File: src/rtl/fpmul_arb_pkg.sv
// Shared defaults and the result-tracking entry for the FPMul issue arbiter.
package fpmul_arb_pkg;

  localparam int NREQ_DEF  = 2;   // VLIW issue slots sharing the multiplier
  localparam int LAT_DEF   = 25;  // fixed FPMul latency in cycles
  localparam int TAGW_DEF  = 5;   // destination-register tag width

  // Tracking fields are sized for the largest supported configuration
  // (up to 16 slots, 16-bit tags); narrower configs zero-extend into them.
  localparam int SLOT_MAXW = 4;
  localparam int TAG_MAXW  = 16;

  // One stage of the tracking shift pipeline: {valid, slot, tag}.
  typedef struct packed {
    logic                 valid;
    logic [SLOT_MAXW-1:0] slot;
    logic [TAG_MAXW-1:0]  tag;
  } trk_entry_t;

  // Index width that stays legal for a single-slot configuration.
  function automatic int idx_width(input int n);
    return (n > 1) ? $clog2(n) : 1;
  endfunction

endpackage

File: src/rtl/rr_arbiter.sv
// Pointer-based round-robin arbiter: searches req_i starting at ptr_i and
// returns a one-hot grant plus its index. With en_i low no grant is given.
module rr_arbiter
  import fpmul_arb_pkg::*;
#(
  parameter int NREQ = NREQ_DEF,
  parameter int IDXW = idx_width(NREQ)
) (
  input  logic [NREQ-1:0] req_i,
  input  logic [IDXW-1:0] ptr_i,
  input  logic            en_i,
  output logic [NREQ-1:0] grant_o,
  output logic [IDXW-1:0] grant_idx_o,
  output logic            grant_any_o
);

  int cand;

  // First requester at or after the pointer, wrapping modulo NREQ.
  always_comb begin
    grant_o     = '0;
    grant_idx_o = '0;
    grant_any_o = 1'b0;
    cand        = 0;
    if (en_i) begin
      for (int k = 0; k < NREQ; k++) begin
        cand = (int'(ptr_i) + k) % NREQ;
        if (!grant_any_o && req_i[cand]) begin
          grant_any_o   = 1'b1;
          grant_o[cand] = 1'b1;
          grant_idx_o   = IDXW'(cand);
        end
      end
    end
  end

endmodule

File: src/rtl/fpmul_issue_arbiter.sv
// Shares one fixed-latency FPMul among NREQ issue slots. Grants one slot per
// cycle round-robin, registers its operands toward the multiplier and tracks
// {valid, slot, tag} through a LAT-deep shift pipeline so the product can be
// returned with its owner's identity.
//
// Handshake: a request transfers on a rising edge where req_valid[i] and
// req_ready[i] are both high. req_ready is combinational from req_valid and
// may be given without regard to anything downstream; at most one bit is set,
// and none while rst or flush is high. The result side has no back-pressure:
// res_valid is a one-cycle strobe the consumer must take.
module fpmul_issue_arbiter
  import fpmul_arb_pkg::*;
#(
  parameter  int NREQ  = NREQ_DEF,
  parameter  int LAT   = LAT_DEF,
  parameter  int TAGW  = TAGW_DEF,
  localparam int SLOTW = idx_width(NREQ),
  localparam int CNTW  = $clog2(LAT + 1)
) (
  input  logic              clk,
  input  logic              rst,
  input  logic [NREQ-1:0]   req_valid,
  input  logic [NREQ*32-1:0] req_a,
  input  logic [NREQ*32-1:0] req_b,
  input  logic [NREQ*TAGW-1:0] req_tag,
  output logic [NREQ-1:0]   req_ready,
  input  logic              flush,
  output logic [31:0]       mul_a,
  output logic [31:0]       mul_b,
  input  logic [31:0]       mul_out,
  output logic              res_valid,
  output logic [SLOTW-1:0]  res_slot,
  output logic [TAGW-1:0]   res_tag,
  output logic [31:0]       res_data,
  output logic [CNTW-1:0]   inflight
);

  logic [SLOTW-1:0] rr_ptr_q, rr_ptr_d;
  logic [31:0]      mul_a_q, mul_a_d;
  logic [31:0]      mul_b_q, mul_b_d;
  logic [CNTW-1:0]  cnt_q, cnt_d;
  trk_entry_t       pipe_q [LAT];
  trk_entry_t       pipe_d [LAT];

  logic             arb_en;
  logic [NREQ-1:0]  grant;
  logic [SLOTW-1:0] gidx;
  logic             transfer;
  trk_entry_t       last;

  // Issue is blocked entirely during reset and flush.
  assign arb_en = ~(rst | flush);

  rr_arbiter #(
    .NREQ (NREQ),
    .IDXW (SLOTW)
  ) u_rr_arbiter (
    .req_i       (req_valid),
    .ptr_i       (rr_ptr_q),
    .en_i        (arb_en),
    .grant_o     (grant),
    .grant_idx_o (gidx),
    .grant_any_o (transfer)
  );

  // The grant only lands on a requesting slot, so any grant is a transfer.
  assign req_ready = grant;

  // Pointer moves past the winner only when something actually transferred.
  always_comb begin
    rr_ptr_d = rr_ptr_q;
    if (transfer) begin
      rr_ptr_d = (gidx == SLOTW'(NREQ - 1)) ? '0 : gidx + 1'b1;
    end
  end

  // Operand registers load the winner's operands and otherwise hold.
  always_comb begin
    mul_a_d = mul_a_q;
    mul_b_d = mul_b_q;
    if (transfer) begin
      mul_a_d = req_a[int'(gidx)*32 +: 32];
      mul_b_d = req_b[int'(gidx)*32 +: 32];
    end
  end

  // Tracking pipeline shifts every cycle; flush empties it.
  always_comb begin
    for (int k = 0; k < LAT; k++) begin
      pipe_d[k] = '0;
    end
    if (!flush) begin
      pipe_d[0].valid = transfer;
      pipe_d[0].slot  = SLOT_MAXW'(gidx);
      pipe_d[0].tag   = TAG_MAXW'(req_tag[int'(gidx)*TAGW +: TAGW]);
      for (int k = 1; k < LAT; k++) begin
        pipe_d[k] = pipe_q[k-1];
      end
    end
  end

  // In-flight count follows issue and return; simultaneous events cancel.
  always_comb begin
    cnt_d = cnt_q;
    if (flush) begin
      cnt_d = '0;
    end else if (transfer && !res_valid) begin
      cnt_d = cnt_q + 1'b1;
    end else if (!transfer && res_valid) begin
      cnt_d = cnt_q - 1'b1;
    end
  end

  // State registers; reset wins over flush and any transfer.
  always_ff @(posedge clk) begin
    if (rst) begin
      rr_ptr_q <= '0;
      mul_a_q  <= '0;
      mul_b_q  <= '0;
      cnt_q    <= '0;
      for (int k = 0; k < LAT; k++) begin
        pipe_q[k] <= '0;
      end
    end else begin
      rr_ptr_q <= rr_ptr_d;
      mul_a_q  <= mul_a_d;
      mul_b_q  <= mul_b_d;
      cnt_q    <= cnt_d;
      for (int k = 0; k < LAT; k++) begin
        pipe_q[k] <= pipe_d[k];
      end
    end
  end

  assign last      = pipe_q[LAT-1];
  assign res_valid = last.valid;
  assign res_slot  = last.slot[SLOTW-1:0];
  assign res_tag   = last.tag[TAGW-1:0];
  assign res_data  = mul_out;
  assign mul_a     = mul_a_q;
  assign mul_b     = mul_b_q;
  assign inflight  = cnt_q;

  // Upper tracking bits are always zero for configs below the maximum.
  logic unused_trk_bits;
  assign unused_trk_bits = ^{last.slot, last.tag};

endmodule

File: config.mk
export PLATFORM = sky130hd
export DESIGN_NAME = fpmul_issue_arbiter
export DESIGN_NICKNAME = d
export VERILOG_FILES = /design/src/rtl/fpmul_arb_pkg.sv /design/src/rtl/rr_arbiter.sv /design/src/rtl/fpmul_issue_arbiter.sv
export SDC_FILE = /design/constraint.sdc
export NUM_CORES = 1
export LEC_CHECK = 0
export CAP_MARGIN = 20
export CORE_MARGIN = 1
export CORE_UTILIZATION = 45
export CTS_BUF_LIST = sky130_fd_sc_hd__clkbuf_16
export CTS_CLUSTER_SIZE = 25
export DETAILED_ROUTE_END_ITERATION = 8
export PLACE_DENSITY = 0.87
export SYNTH_ARGS = -nofsm -noshare
export SYNTH_HDL_FRONTEND = slang
export SYNTH_SLANG_ARGS = --single-unit
export TNS_END_PERCENT = 10
File: constraint.sdc
create_clock -name clk -period 3.5 [get_ports clk]
set_clock_uncertainty 0.1 [all_clocks]
set_input_delay 0.7 -clock clk [delete_from_list [all_inputs] [get_ports clk]]
set_output_delay 0.7 -clock clk [all_outputs]
set_load 0.005 [all_outputs]
==> results of run 1 <==
==> cells in the final DEF (no fill, tap or decap), types with 2 or more instances in the layout <==
| cell type | instances |
|---|---|
| a21oi_1 | 4 |
| a311oi_1 | 14 |
| a311oi_2 | 50 |
| and2_1 | 169 |
| buf_4 | 5 |
| bufinv_16 | 2 |
| clkbuf_16 | 25 |
| clkdlybuf4s50_1 | 219 |
| clkinv_1 | 4 |
| clkinv_2 | 5 |
| clkinv_4 | 2 |
| clkinvlp_4 | 3 |
| dfxtp_1 | 245 |
| diode_2 | 4 |
| ha_1 | 5 |
| inv_1 | 6 |
| inv_6 | 3 |
| nand2_1 | 140 |
| nand3_1 | 8 |
| nor2_1 | 73 |
| nor2_4 | 2 |
| xor2_1 | 2 |
==> worst max-delay path: cells and delay by family <==
kind                       cells  cell delay (ps)
adders and majority gates      2              580
and+or+nand+nor                2              550
buffers and inverters          2              600
AOI/OAI and AO/OA              4              790
==> cells by family after synthesis <==
| logic type | count (synthesis) | synth area share |
|---|---|---|
| DFF | 245 | 0.5778 |
| adders and majority gates | 6 | 0.009729 |
| xor gates and xnor gates | 3 | 0.003096 |
| and+or+nand+nor | 398 | 0.2305 |
| buffers and inverters | 99 | 0.06899 |
| AOI/OAI and AO/OA | 73 | 0.1098 |
==> final timing paths <==
path | start | endpoint | slack [ps] | depth (start not counted)
max | flush | inflight[4] | 630 | 10
min | pipe_q[0][190] | pipe_q[0][211] | 320 | 1
max reg2reg | pipe_q[1][188] | inflight[4] | 1410 | 7
min reg2reg | pipe_q[0][190] | pipe_q[0][211] | 320 | 1
==> routing by layer <==
metal	track usage	vias up	part of all wire
met4	0.09708	0	0.044
li1	-	2955	-
met2	0.3293	194	0.50
met1	0.2036	2772	0.38
met5	0	-	0
met3	0.06710	56	0.079
==> power by group <==
| group | internal [mW] | switching (mW) |
|---|---|---|
| combinational | 0.305 | 0.225 |
| clock | 1.46 | 1.08 |
| sequential | 2.85 | 0.0286 |
| total | 4.61 | 1.33 |
==> flip-flops by register name (all words and copies together) (netlist names) <==
register,flops
pipe_q,175
mul_a,32
mul_b,32
inflight,5
rr_ptr_q,1
==> cell type report <==
class,count,area share
Antenna cell,4,0.0008858
Clock buffer,25,0.05536
Clock inverter,20,0.01506
Inverter,6,0.001993
Multi-Input combinational cell,480,0.2658
Sequential cell,245,0.4341
Tap cell,229,0.02536
Timing Repair Buffer,226,0.2015
==> flow_summary.yaml, run 1 <==
outcome:
  status: "completed"
die:
  coreArea_um2: 18210
  dieWidth_um: 139.3
  die_y_um: 139.3
  dieArea_um2: 19420
  io_pins: 285
  initial_core_util: 0.4662
  rows: 49
synth:
  ys_async_sr_fraction: 0
  synth_most_common_cell: "dfxtp_1"
  synth-edff-count: 0
  synth_area_leaders: "dfxtp_1 (58%), and2_1 (12%), a311oi_2 (8.8%)"
  yosys_register_bits: 245
  synth_seq_area_share: 0.5778
  synth_area_um2: 8488
  yosysTopAreaCell: "dfxtp_1"
  synth-warning-count: 0
  synth.cells.most_frequent: "dfxtp_1 (245), and2_1 (169), nand2_1 (140), nor2_1 (73), a311oi_2 (50)"
  synth_top_area_share: 0.5778
  avgSynthCellArea_um2: 10.30
  ys_types: 32
  syn_nets: 1005
  ys.flop_type: "dfxtp_1"
  syn_inst: 824
timing:
  final_hold_viol_count: 0
  fmax_mhz: 349.0
  max_slew_margin: 0.3320
  whs_ps: 322.1
  worst_pin_slew_ps: 1002
  finalSetupTns_ps: 0
  setup_ws_ps: 634.6
  period_share: 0.8187
  rsz0062_at_grt: "false"
  finalCriticalPeriod_ps: 2865
  slew_violations: 0
  setup-violations-final: 0
cts:
  cts-root-buf: "clkbuf_16"
  ctsHoldBuffers: 0
  cts_num_sinks: 245
  cts_resized: 0
  clkLatencyLatePin_ps: 520
  post-cts-setup-buffers: 0
  clk_pin_slew_worst_paths_ps: 60
  cts_tree: "built"
  cts_htree_levels: 1
  clk_path_buf_depth: 3
  cts_buffers: 25
detailed_routing:
  vias: 5977
  routed_wl_mm: 18.47
  drc: 0
  via_per_inst: 4.840
  routedWlPerCell_um: 14.95
  drt_iter0_drc: 237
  ant_nets: 0
  drt_pre_antenna_iters: 4
finish:
  stdcell_area_um2: 11300
  multiInputGateArea_um2: 3003
  area_delta_synth_final_pct: 33.12
  final_util: 0.6206
  finalNonFillerCells: 1235
  nNetsFinal: 1165
  layout-drive-gt1-share: 0.1018
  seq_area_um2: 4905
  fillers: 1382
grt:
  grt-ovfl-total: 0
  grt_pass1_wl_mm: 29.33
  grt_max_degree: 174
  antenna_found_initial: 4
  grt_pass1_vias: 5891
  grt_util_all_layers: 0.1898
placed_design:
  dp_slack_ps: 136.4
  hpwl_mm: 11.98
  port_buffers: 220
  place.gp.congestion: 0.7689
  dp_cells: 1185
  dpl-instance-area_um2: 10470
worst_setup_path:
  crit_chain: "clkdlybuf4s50_1 -> or2_1 -> nor2_4 -> ha_1 -> inv_1 -> ha_1 -> a21oi_1 -> a211o_1 -> a211oi_1 -> a31o_2"
  cpMaxStageDelayCell: "clkdlybuf4s50_1"
  cp_max_fo: 7
  cpMostUsedCell: "ha_1"
  critPathCaptureType: "register"
  cpPeakStageDelay_ps: 480
  cp-start-kind: "input port"
  crit_type: "input port to register"
  arrival_ps: 3230
  required_ps: 3870
power_and_ir_drop:
  ir_drop_mv: 0.3940
  power_mw: 5.949
  power_density_nw_per_um2: 526.5
  power_leakage_nw: 4.365
min_path:
  min_path_type: "register to register"
flow_run:
  maxCapViolations: 0
No activity file was read; power rests on OpenSTA's default activity.
==> inputs of run 2 (changes only) <==
--- a/config.mk
+++ b/config.mk
@@ -7,11 +7,11 @@
 export LEC_CHECK = 0
 export CAP_MARGIN = 20
 export CORE_MARGIN = 1
-export CORE_UTILIZATION = 45
+export CORE_UTILIZATION = 41
 export CTS_BUF_LIST = sky130_fd_sc_hd__clkbuf_16
 export CTS_CLUSTER_SIZE = 25
 export DETAILED_ROUTE_END_ITERATION = 8
-export PLACE_DENSITY = 0.87
+export PLACE_DENSITY = 0.84
 export SYNTH_ARGS = -nofsm -noshare
 export SYNTH_HDL_FRONTEND = slang
 export SYNTH_SLANG_ARGS = --single-unit
==> constraint.sdc (replaced) <==
create_clock -name clk -period 2.5 [get_ports clk]
set_clock_uncertainty 0.1 [all_clocks]
set_input_delay 0.5 -clock clk [delete_from_list [all_inputs] [get_ports clk]]
set_output_delay 0.5 -clock clk [all_outputs]
set_load 0.005 [all_outputs]
==> run 2 against run 1 <==
Combinational power grew 42%. Routed wire length up 0.34%. Final area up 0.91%. Clock-buffer cell count stayed put. Final cell count increased by 3.7%. Die area grew 9.6%. Hold slack got worse by 1.8 ps. Utilization shrank 5.7 points. Critical path depth unchanged. First-iteration DRC count grew 9.7%. Register-to-register slack got worse by 970 ps. Setup slack worse by 440 ps. Largest cell class unchanged. Highest routed layer unchanged.
==> flow_summary.yaml, run 2 (synthesis gave the netlist of run 1 again) <==
cts:
  cts-root-buf: "clkbuf_16"
  clk_path_buf_depth: 3
  ctsHoldBuffers: 0
  cts_htree_levels: 1
  clk_pin_slew_worst_paths_ps: 60
  clkLatencyLatePin_ps: 500
  cts_tree: "built"
  cts_buffers: 24
  cts_num_sinks: 245
finish:
  final_common_cell: "dfxtp_1"
  fillers: 1681
  most-common-layout-cells: "dfxtp_1 (245), clkdlybuf4s50_1 (217), and2_1 (169)"
  layout-drive-gt1-share: 0.1054
  top_register: "pipe_q"
  largest_reg_flops: 175
  area_delta_synth_final_pct: 34.33
  nNetsFinal: 1173
  stdcell_area_um2: 11400
min_path:
  hold_end: "pipe_q[0][43]"
  worstHoldStart: "pipe_q[0][22]"
  min_path_type: "register to register"
  whs_path_depth: 1
timing:
  rsz0062_at_grt: "false"
  final_hold_viol_count: 0
  whs_ps: 320.3
  worst_pin_slew_ps: 1014
  fmax_mhz: 432.9
  finalSetupTns_ps: 0
  slew_violations: 0
  max_slew_margin: 0.3237
  setup-violations-final: 0
  period_share: 0.9241
  finalCriticalPeriod_ps: 2310
power_and_ir_drop:
  power_leakage_nw: 4.422
  ir_drop_mv: 0.5011
  power_density_nw_per_um2: 709.5
worst_setup_path:
  r2r_cells: 7
  cpPeakStageDelay_ps: 430
  arrival_ps: 2660
  required_ps: 2850
  crit_chain: "clkdlybuf4s50_1 -> or2_1 -> nor2_4 -> ha_4 -> inv_2 -> ha_1 -> nand3b_1 -> a211o_1 -> a211oi_2 -> a31o_2"
  cp-start-kind: "input port"
  cpMaxStageDelayCell: "clkdlybuf4s50_1"
  worstReg2RegEnd: "inflight[4]"
  regToRegSetupSlack_ps: 440
  cp_max_fo: 5
  crit_type: "input port to register"
  r2r-start: "pipe_q[1][188]"
  critPathCaptureType: "register"
die:
  initial_core_util: 0.4195
  coreArea_um2: 20230
  rows: 52
  dieWidth_um: 145.9
  io_pins: 285
  die_y_um: 145.9
  dieArea_um2: 21280
grt:
  grt_pass1_vias: 5797
  grt_max_degree: 145
  grt-ovfl-total: 0
  antenna_found_initial: 4
  grt_pass1_wl_mm: 29.32
  grt_util_all_layers: 0.1732
detailed_routing:
  drt_iter0_drc: 260
  routedWlPerCell_um: 14.47
  via_per_inst: 4.649
  ant_nets: 0
  drt_pre_antenna_iters: 4
  vias: 5956
  routed_wl_mm: 18.53
  drc: 0
placed_design:
  dpl-instance-area_um2: 10650
  port_buffers: 220
  place.gp.congestion: 0.8160
  hpwl_mm: 12.45
flow_run:
  maxCapViolations: 0
outcome:
  status: "completed"
run 2: cell count changes in the layout (fill, tap and decap cells not counted), sizes merged:
cell,before,now
diode,4,5
dlygate4sd2,0,1
clkdlybuf4s50,219,217
clkinvlp,3,1
dlymetal6s2s,0,1
inv,10,13
buf,7,16
bufinv,2,1
clkinv,11,6
run 2: report_power, final:
part	switching (mW)	internal [mW]
Combinational	0.314	0.440
Sequential	0.0439	3.98
Clock	1.41	1.90
Total	1.77	6.32
run 2: how the worst max path moves through the flow:
stage / endpoint / from / slack (ps)
6_report: inflight[4] / flush / 190
5_1_grt: inflight[4] / flush / 120
3_3_place_gp: inflight[4] / req_valid[0] / -160
3_5_place_dp: inflight[4] / flush / -330
2_1_floorplan: inflight[4] / flush / -40
4_1_cts: req_ready[1] / flush / 3
run 2: stage by stage:
stage / total power [mW] / utilization / std cells / setup WS [ps]
floorplan: 4.472 / - / 824 / -40.22
global placement: 4.851 / 0.5265 / 1235 / -162.6
detailed placement: 4.867 / 0.5265 / 1235 / -326.8
CTS: 8.206 / 0.5628 / 1276 / 3.244
global route: 8.420 / 0.5634 / 1280 / 123.4
finish: 8.090 / 0.5635 / 1281 / 189.8
run 2: final cells by class:
type | instances | area, um^2 | area share
Sequential cell | 245 | 4905 | 0.4302
Multi-Input combinational cell | 480 | 3040 | 0.2667
Clock inverter | 15 | 95.09 | 0.008340
Timing Repair Buffer | 235 | 2364 | 0.2073
Clock buffer | 25 | 625.6 | 0.05487
Inverter | 6 | 22.52 | 0.001975
Antenna cell | 5 | 12.51 | 0.001097
Tap cell | 270 | 337.8 | 0.02963
run 2: worst max-delay path: cells and delay by family:
kind            cells  cell delay [ps]
compound gates      3              640
simple gates        3              550
buf+inv             2              500
fa+ha+maj           2              470
run 2: routing by layer:
layer	global-route usage	up-vias	share of wire
met4	0.06895	0	0.032
met1	0.1811	2771	0.38
li1	-	2968	-
met2	0.3136	180	0.51
met3	0.06270	37	0.083
met5	0	-	0
run 2: timing repair:
item	CTS	global route
buffers inserted	1	0
resized for setup	2	1
pin swaps	0	1
setup endpoints to repair	1	1
==> inputs of run 3 (changes only) <==
--- a/config.mk
+++ b/config.mk
@@ -11,6 +11,7 @@
 export CTS_BUF_LIST = sky130_fd_sc_hd__clkbuf_16
 export CTS_CLUSTER_SIZE = 25
 export DETAILED_ROUTE_END_ITERATION = 8
+export HOLD_SLACK_MARGIN = 0.15
 export PLACE_DENSITY = 0.84
 export SYNTH_ARGS = -nofsm -noshare
 export SYNTH_HDL_FRONTEND = slang
==> results of run 3 <==
Final layout, timing and power as in run 2 (identical DEF).
